==> src/rtl/cpu_if_fifo.sv <==
// CPU interface tile: two independent show-ahead FIFOs (fabric->top, top->fabric)
// with a config-selected combinational bypass for designs that drive top pins directly.

// Show-ahead FIFO; ready/valid derive from registered level only.
// clr_i empties pointers and level on the next edge; storage is left untouched.
module cpu_if_fifo_buf #(
  parameter int W = 16,
  parameter int D = 4
) (
  input  logic                 clk_i,
  input  logic                 clr_i,
  input  logic [W-1:0]         in_dat_i,
  input  logic                 in_vld_i,
  output logic                 in_rdy_o,
  output logic [W-1:0]         out_dat_o,
  output logic                 out_vld_o,
  input  logic                 out_rdy_i,
  output logic [$clog2(D):0]   level_o
);

  localparam int PW = $clog2(D);
  localparam int LW = PW + 1;
  localparam logic [LW-1:0] FULL = LW'(D);

  logic [W-1:0]  mem_q [D];
  logic [PW-1:0] wr_ptr_q, wr_ptr_d;
  logic [PW-1:0] rd_ptr_q, rd_ptr_d;
  logic [LW-1:0] level_q, level_d;
  logic          push, pop;

  assign in_rdy_o  = (level_q != FULL);
  assign out_vld_o = (level_q != '0);
  assign out_dat_o = mem_q[rd_ptr_q];
  assign level_o   = level_q;

  assign push = in_vld_i & in_rdy_o;
  assign pop  = out_vld_o & out_rdy_i;

  // Power-of-two depth lets the pointers wrap by plain overflow.
  always_comb begin
    wr_ptr_d = wr_ptr_q;
    rd_ptr_d = rd_ptr_q;
    level_d  = level_q;
    if (push) wr_ptr_d = wr_ptr_q + PW'(1);
    if (pop)  rd_ptr_d = rd_ptr_q + PW'(1);
    if (push && !pop)      level_d = level_q + LW'(1);
    else if (pop && !push) level_d = level_q - LW'(1);
  end

  always_ff @(posedge clk_i) begin
    if (clr_i) begin
      wr_ptr_q <= '0;
      rd_ptr_q <= '0;
      level_q  <= '0;
    end else begin
      wr_ptr_q <= wr_ptr_d;
      rd_ptr_q <= rd_ptr_d;
      level_q  <= level_d;
    end
  end

  always_ff @(posedge clk_i) begin
    if (push && !clr_i) mem_q[wr_ptr_q] <= in_dat_i;
  end

endmodule

// Top: F2T and T2F FIFOs, or pure wires when BYPASS is set.
// FIFO latency 1 cycle; bypass has zero latency and passes ready straight through.
module cpu_if_fifo #(
  parameter int WIDTH        = 16,
  parameter int DEPTH        = 4,
  parameter int NoConfigBits = 1
) (
  input  logic                      CLK,
  input  logic                      RESETN,
  input  logic [WIDTH-1:0]          I,
  input  logic                      I_valid,
  output logic                      I_ready,
  output logic [WIDTH-1:0]          O,
  output logic                      O_valid,
  input  logic                      O_ready,
  output logic [WIDTH-1:0]          I_top,
  output logic                      I_top_valid,
  input  logic                      I_top_ready,
  input  logic [WIDTH-1:0]          O_top,
  input  logic                      O_top_valid,
  output logic                      O_top_ready,
  output logic [$clog2(DEPTH):0]    F2T_level,
  output logic [$clog2(DEPTH):0]    T2F_level,
  input  logic [NoConfigBits-1:0]   ConfigBits
);

  logic bypass;
  logic clr;

  generate
    if (NoConfigBits > 0) begin : g_cfg
      assign bypass = ConfigBits[0];
    end else begin : g_nocfg
      assign bypass = 1'b0;
    end
  endgenerate

  // Bypass flushes like reset; reset never touches the bypass wires.
  assign clr = ~RESETN | bypass;

  logic [WIDTH-1:0] f2t_dat;
  logic             f2t_vld, f2t_in_rdy;
  logic [WIDTH-1:0] t2f_dat;
  logic             t2f_vld, t2f_in_rdy;

  cpu_if_fifo_buf #(.W(WIDTH), .D(DEPTH)) u_f2t (
    .clk_i     (CLK),
    .clr_i     (clr),
    .in_dat_i  (I),
    .in_vld_i  (I_valid & ~bypass),
    .in_rdy_o  (f2t_in_rdy),
    .out_dat_o (f2t_dat),
    .out_vld_o (f2t_vld),
    .out_rdy_i (I_top_ready & ~bypass),
    .level_o   (F2T_level)
  );

  cpu_if_fifo_buf #(.W(WIDTH), .D(DEPTH)) u_t2f (
    .clk_i     (CLK),
    .clr_i     (clr),
    .in_dat_i  (O_top),
    .in_vld_i  (O_top_valid & ~bypass),
    .in_rdy_o  (t2f_in_rdy),
    .out_dat_o (t2f_dat),
    .out_vld_o (t2f_vld),
    .out_rdy_i (O_ready & ~bypass),
    .level_o   (T2F_level)
  );

  assign I_top       = bypass ? I           : f2t_dat;
  assign I_top_valid = bypass ? I_valid     : f2t_vld;
  assign I_ready     = bypass ? I_top_ready : f2t_in_rdy;
  assign O           = bypass ? O_top       : t2f_dat;
  assign O_valid     = bypass ? O_top_valid : t2f_vld;
  assign O_top_ready = bypass ? O_ready     : t2f_in_rdy;

endmodule
==> config.mk <==
export PLATFORM = sky130hd
export DESIGN_NAME = cpu_if_fifo
export DESIGN_NICKNAME = d
export VERILOG_FILES = /design/src/rtl/cpu_if_fifo.sv
export SDC_FILE = /design/constraint.sdc
export NUM_CORES = 1
export LEC_CHECK = 0
export CORE_MARGIN = 10
export CORE_UTILIZATION = 51
export CTS_BUF_LIST = sky130_fd_sc_hd__clkbuf_8
export DETAILED_ROUTE_END_ITERATION = 6
export PLACE_DENSITY = 0.78
export SLEW_MARGIN = 20
export SYNTH_ARGS = -nofsm -noshare
export SYNTH_HDL_FRONTEND = slang
export SYNTH_SLANG_ARGS = --single-unit
==> constraint.sdc <==
create_clock -name CLK -period 2.1 [get_ports CLK]
set_input_delay 0.42 -clock CLK [delete_from_list [all_inputs] [get_ports CLK]]
set_output_delay 0.42 -clock CLK [all_outputs]
set_load 0.01 [all_outputs]
==> results.yml, run 1 <==
timing:
  timing.hold.ws_ns: 0.503
  relSlewSlack: 0.693
  finalCritPeriodShare: 1.12
  final.min_clock_period_ns: 2.35
  skew_ns: 0.0165
  finalMaxSlewViolations: 0
  finalSetupViolCount: 32
  timing.final.ws_setup_ns: -0.252
  final_hold_viol_count: 0
  fmax_mhz: 425
  rsz0062_at_grt: "yes"
  worstMarginPinSlew_ns: 0.460
die:
  die_area_mm2: 0.0167
  rows: 39
  start_util: 0.528
  pin_count: 81
  core_area_mm2: 0.0116
  chipHeight_um: 129
  die_w_um: 129
clock_tree:
  clk_latency_ns: 0.44
  cts_sinks: 146
  cts.path.max_buffers: 2
  clk_pin_slew_worst_paths_ns: 0.09
  h-tree-depth: 4
  postCtsHoldBufs: 0
  cts_tree: "yes"
  numCtsBuffers: 17
  root_buffer: "clkbuf_8"
route:
  ant_nets: 0
  remaining_drc_errors: 0
  firstDrtPassIters: 4
  routed_wirelength_um: 12300
  drt-vias-per-instance: 5.39
  drt-initial-drc-count: 184
  vias: 3366
  post_drt_wl_per_cell_um: 19.6
worst_setup_path:
  reg2reg_depth: 8
  crit_required_ns: 1.68
  critPathLaunchType: "flop"
  critPathKind: "flop to output pin"
  arrival_ns: 1.93
  crit_path_end: "I_top[8]"
  path_max_fanout: 7
  critPathSlowestCell: "mux4_2"
  path_cells: "buf_12, mux4_2, mux2_4, buf_6"
  r2r_start: "u_f2t.level_o[2]"
  ff2ff_setup_slack_ns: 0.09
  rr_endpoint: "u_f2t.level_o[2]"
  cp-end-kind: "output pin"
  worst_path_largest_cell_delay_ns: 0.50
global_routing:
  grt_first_pass_wirelength_um: 19500
  grt_use_total: 0.154
  grt_overflow_total: 0
  grt_pass1_vias: 3727
  grt_max_degree: 25
  antenna_found_initial: 0
synthesis:
  syn_area_mm2: 0.00610
  ys_seq_area_frac: 0.689
  syn_avg_cell_area_um2: 19.1
  synth-edff-count: 128
  syn_nets: 370
  synth_seq_cells: 146
  synthFlopType: "edfxtp_1"
  async_flop_share: 0
  synth_cell_types: 28
  syn_inst: 319
  yosys_warnings: 0
run_status:
  status: "finished with violations"
  violations: "setup timing"
layout:
  seqCellArea_mm2: 0.00422
  drive_gt1_frac: 0.450
  fill_cells: 747
  finalNonFillerCells: 625
  fin_util: 0.710
  layout_common_cells: "edfxtp_1 (128), buf_4 (50), clkdlybuf4s50_1 (41)"
  layout_commonest_cell: "edfxtp_1"
  multi_input_area_mm2: 0.00186
  antennaDiodeCount: 0
  layout.nets: 520
  area_growth_pct: 34.6
power_and_ir_drop:
  p_leak_nw: 3.03
  p_per_area_mw_per_mm2: 715
  peakVddDrop_mv: 0.424
place:
  dp_slack_ns: -0.457
  placement.io_buffers: 80
  place_inst: 591
  routabilityCongestion: 0.798
  dp_hpwl_um: 7990
min_path:
  hold_class: "flop to flop"
run:
  drv_cap: 0
power by group:
group	internal (mW)	switching, mW
logic	0.373	0.247
registers	3.18	0.0181
clock network	1.04	1.01
worst min-delay path by stage:
stage          slack, ns              start  cells after the start           endpoint
2_1_floorplan       0.46  u_t2f.rd_ptr_q[1]                      2               flop
3_3_place_gp        0.47  u_f2t.rd_ptr_q[1]                      2  u_f2t.rd_ptr_q[1]
3_5_place_dp        0.49  u_f2t.rd_ptr_q[1]                      2               flop
4_1_cts             0.50  u_f2t.rd_ptr_q[1]                      2  u_f2t.rd_ptr_q[1]
5_1_grt             0.54  u_f2t.wr_ptr_q[0]                      2  u_f2t.wr_ptr_q[0]
6_report            0.50  u_f2t.rd_ptr_q[1]                      2  u_f2t.rd_ptr_q[1]
critical path: cells and delay by family (launching register included):
kind | cells | cell delay (ns)
mux | 2 | 0.80
flops | 1 | 0.42
buf+inv | 2 | 0.27
sequential cells by signal, indices dropped and copies added, names as in the netlist, named ones only:
| register | count |
|---|---|
| u_f2t.mem_q | 64 |
| u_t2f.mem_q | 64 |
| u_f2t.level_o | 3 |
| u_t2f.level_o | 3 |
| u_f2t.rd_ptr_q | 2 |
| u_f2t.wr_ptr_q | 2 |
| u_t2f.rd_ptr_q | 2 |
| u_t2f.wr_ptr_q | 2 |
per-stage QoR:
| stage | area, um^2 | setup TNS (ns) | total power, mW |
|---|---|---|---|
| after floorplan | 6120 | 0 | 3.48 |
| after global routing | 8210 | -9.24 | 6.12 |
| final | 8210 | -6.47 | 5.88 |
| after global placement | 7620 | -7.40 | 3.81 |
| after detailed placement | 7620 | -8.56 | 3.83 |
| after CTS | 8160 | -8.00 | 5.92 |
area by class of cell:
cell class,count,area share
flip-flops and latches,146,0.514
multi-input cells,146,0.227
repair buffers,148,0.187
clock buffers,17,0.0285
well taps,143,0.0218
clock inverters,15,0.0172
inverters,10,0.00457
metal layers:
metal	up-vias	GRT usage	wire length, um
li1	1558	-	-
met1	1712	0.176	5020
met2	87	0.266	6560
met3	9	0.0477	559
met4	0	0.0602	141
met5	-	0	0
kinds of logic (layout without fill, tap and decap cells):
family / Yosys count / count (layout) / synth area share
buf+inv: 27 / 190 / 0.0256
fa+ha+maj: 12 / 12 / 0.0271
xor+xnor: 4 / 4 / 0.00574
compound gates: 12 / 12 / 0.0107
simple gates: 44 / 44 / 0.0410
mux: 74 / 74 / 0.201
flops: 146 / 146 / 0.689
Yosys cell counts (4+ instances only):
library cell | instances | share of area
edfxtp_1 | 128 | 0.63
mux2_2 | 32 | 0.059
mux4_2 | 20 | 0.074
dfxtp_1 | 18 | 0.059
mux4_1 | 12 | 0.052
and2_1 | 10 | 0.010
ha_1 | 10 | 0.021
inv_1 | 10 | 0.0062
mux2i_1 | 10 | 0.016
clkbuf_1 | 7 | 0.0043
a21oi_1 | 6 | 0.0049
buf_2 | 6 | 0.0049
nand2_1 | 6 | 0.0037
nor2_1 | 6 | 0.0037
or3_1 | 6 | 0.0062
o21ai_0 | 4 | 0.0033
xor2_1 | 4 | 0.0057
repair_timing:
action | 4_1_cts | 5_1_grt
gates cloned | 1 | 0
setup buffers | 1 | 1
resized for setup | 216 | 27
endpoints found under the setup margin | 37 | 37
pin swaps | 0 | 3
Power figures use the tool's default switching activity.
==> run 2: changes to the inputs <==
- SKIP_CTS_REPAIR_TIMING: not set -> 1
==> results.yml, run 2 (synthesis gave the netlist of run 1 again) <==
run_status:
  status: "finished with violations"
  violations: "setup timing"
power_and_ir_drop:
  p_leak_nw: 2.96
  p_per_area_mw_per_mm2: 720
  peakVddDrop_mv: 0.489
min_path:
  min_to: "u_f2t.rd_ptr_q[1]"
  hold_class: "flop to flop"
  hp-start: "u_f2t.rd_ptr_q[1]"
  hold_path_depth: 2
clock_tree:
  numCtsBuffers: 17
  clk_latency_ns: 0.44
  cts_sinks: 146
  clk_pin_slew_worst_paths_ns: 0.09
  root_buffer: "clkbuf_8"
  cts_tree: "yes"
  cts.path.max_buffers: 2
  h-tree-depth: 4
layout:
  reg_top3: "u_f2t.mem_q x64, u_t2f.mem_q x64"
  antennaDiodeCount: 0
  layout_common_cells: "edfxtp_1 (128), buf_4 (50), clkdlybuf4s50_1 (41)"
  drive_gt1_frac: 0.446
  layout_commonest_cell: "edfxtp_1"
  fill_cells: 769
  fin_util: 0.700
  area_growth_pct: 32.6
  layout.nets: 520
run:
  drv_cap: 0
worst_setup_path:
  path_max_fanout: 7
  critPathLaunchType: "flop"
  cp-end-kind: "output pin"
  reg2reg_depth: 8
  ff2ff_setup_slack_ns: 0.09
  critPathSlowestCell: "mux4_2"
  worst_path_largest_cell_delay_ns: 0.50
  r2r_start: "u_t2f.level_o[0]"
  critPathKind: "flop to output pin"
  rr_endpoint: "u_t2f.level_o[2]"
  arrival_ns: 1.93
  crit_required_ns: 1.68
  path_cells: "buf_12, mux4_2, mux2_4, buf_6"
global_routing:
  grt_max_degree: 25
  grt_pass1_vias: 3668
  grt_use_total: 0.148
  grt_first_pass_wirelength_um: 18900
  grt_overflow_total: 0
  antenna_found_initial: 0
route:
  vias: 3340
  remaining_drc_errors: 0
  drt-vias-per-instance: 5.34
  drt-initial-drc-count: 190
  firstDrtPassIters: 4
  routed_wirelength_um: 12100
  post_drt_wl_per_cell_um: 19.4
  ant_nets: 0
place:
  routabilityCongestion: 0.798
  dp_hpwl_um: 7990
  placement.io_buffers: 80
die:
  core_area_mm2: 0.0116
  start_util: 0.528
  rows: 39
  die_w_um: 129
  pin_count: 81
  die_area_mm2: 0.0167
  chipHeight_um: 129
timing:
  fmax_mhz: 425
  finalMaxSlewViolations: 0
  skew_ns: 0.0148
  tns_ns: -6.36
  final.min_clock_period_ns: 2.35
  timing.hold.ws_ns: 0.502
  worstMarginPinSlew_ns: 0.470
  finalCritPeriodShare: 1.12
  relSlewSlack: 0.687
  finalSetupViolCount: 32
  rsz0062_at_grt: "yes"
  timing.final.ws_setup_ns: -0.252
  final_hold_viol_count: 0
==> run 2: changes by cell type in the layout (fill, tap and decap cells not counted) <==
cell and delta:
dlygate4sd2_1 -1, clkbuf_2 +12, buf_12 -1, mux2_4 -15
mux2_2 +15, buf_6 -14, clkbuf_16 +1, dlymetal6s2s_1 +3
==> run 2: cell type report <==
| cell class | instances | area [um^2] | share of cell area |
|---|---|---|---|
| clock buffers | 17 | 234 | 0.0289 |
| clock inverters | 15 | 141 | 0.0175 |
| inverters | 10 | 37.5 | 0.00464 |
| multi-input cells | 146 | 1810 | 0.223 |
| flip-flops and latches | 146 | 4220 | 0.522 |
| well taps | 143 | 179 | 0.0221 |
| repair buffers | 148 | 1470 | 0.182 |
==> run 2: worst max path at each step <==
stage	endpoint	slack (ns)	cells past startpoint
2_1_floorplan	u_t2f.level_o[2]	0.004	9
3_3_place_gp	u_f2t.level_o[2]	-0.35	9
3_5_place_dp	u_f2t.level_o[2]	-0.46	9
4_1_cts	I_top[15]	-0.79	4
5_1_grt	I_top[8]	-0.32	4
6_report	I_top[8]	-0.25	4
==> run 2: worst max-delay path, delay by kind of cell, from the launching register on <==
family,cells,cell delay (ns)
buffers and inverters,2,0.27
multiplexers,2,0.80
flip-flops,1,0.42
==> run 2: report_power, final <==
| part | total (mW) | internal, mW | leakage [nW] | switching [mW] |
|---|---|---|---|---|
| Combinational | 0.580 | 0.342 | 1.47 | 0.238 |
| Clock | 2.05 | 1.04 | 0.191 | 1.00 |
| Sequential | 3.20 | 3.18 | 1.31 | 0.0182 |
| Total | 5.83 | 4.57 | 2.96 | 1.26 |
==> run 2: per-stage QoR <==
stage,cells,setup WS (ns),cell area (um^2),total power [mW]
after floorplan,319,0.00361,6120,3.48
after global placement,591,-0.348,7620,3.81
after detailed placement,591,-0.457,7620,3.83
after CTS,623,-0.792,7990,5.87
after global routing,625,-0.319,8090,6.07
final,625,-0.252,8090,5.83
==> run 2: per-layer routing <==
| metal | wire length (um) | track usage |
|---|---|---|
| met3 | 527 | 0.0469 |
| met2 | 6250 | 0.252 |
| met1 | 5160 | 0.170 |
| met4 | 182 | 0.0635 |
| met5 | 0 | 0 |
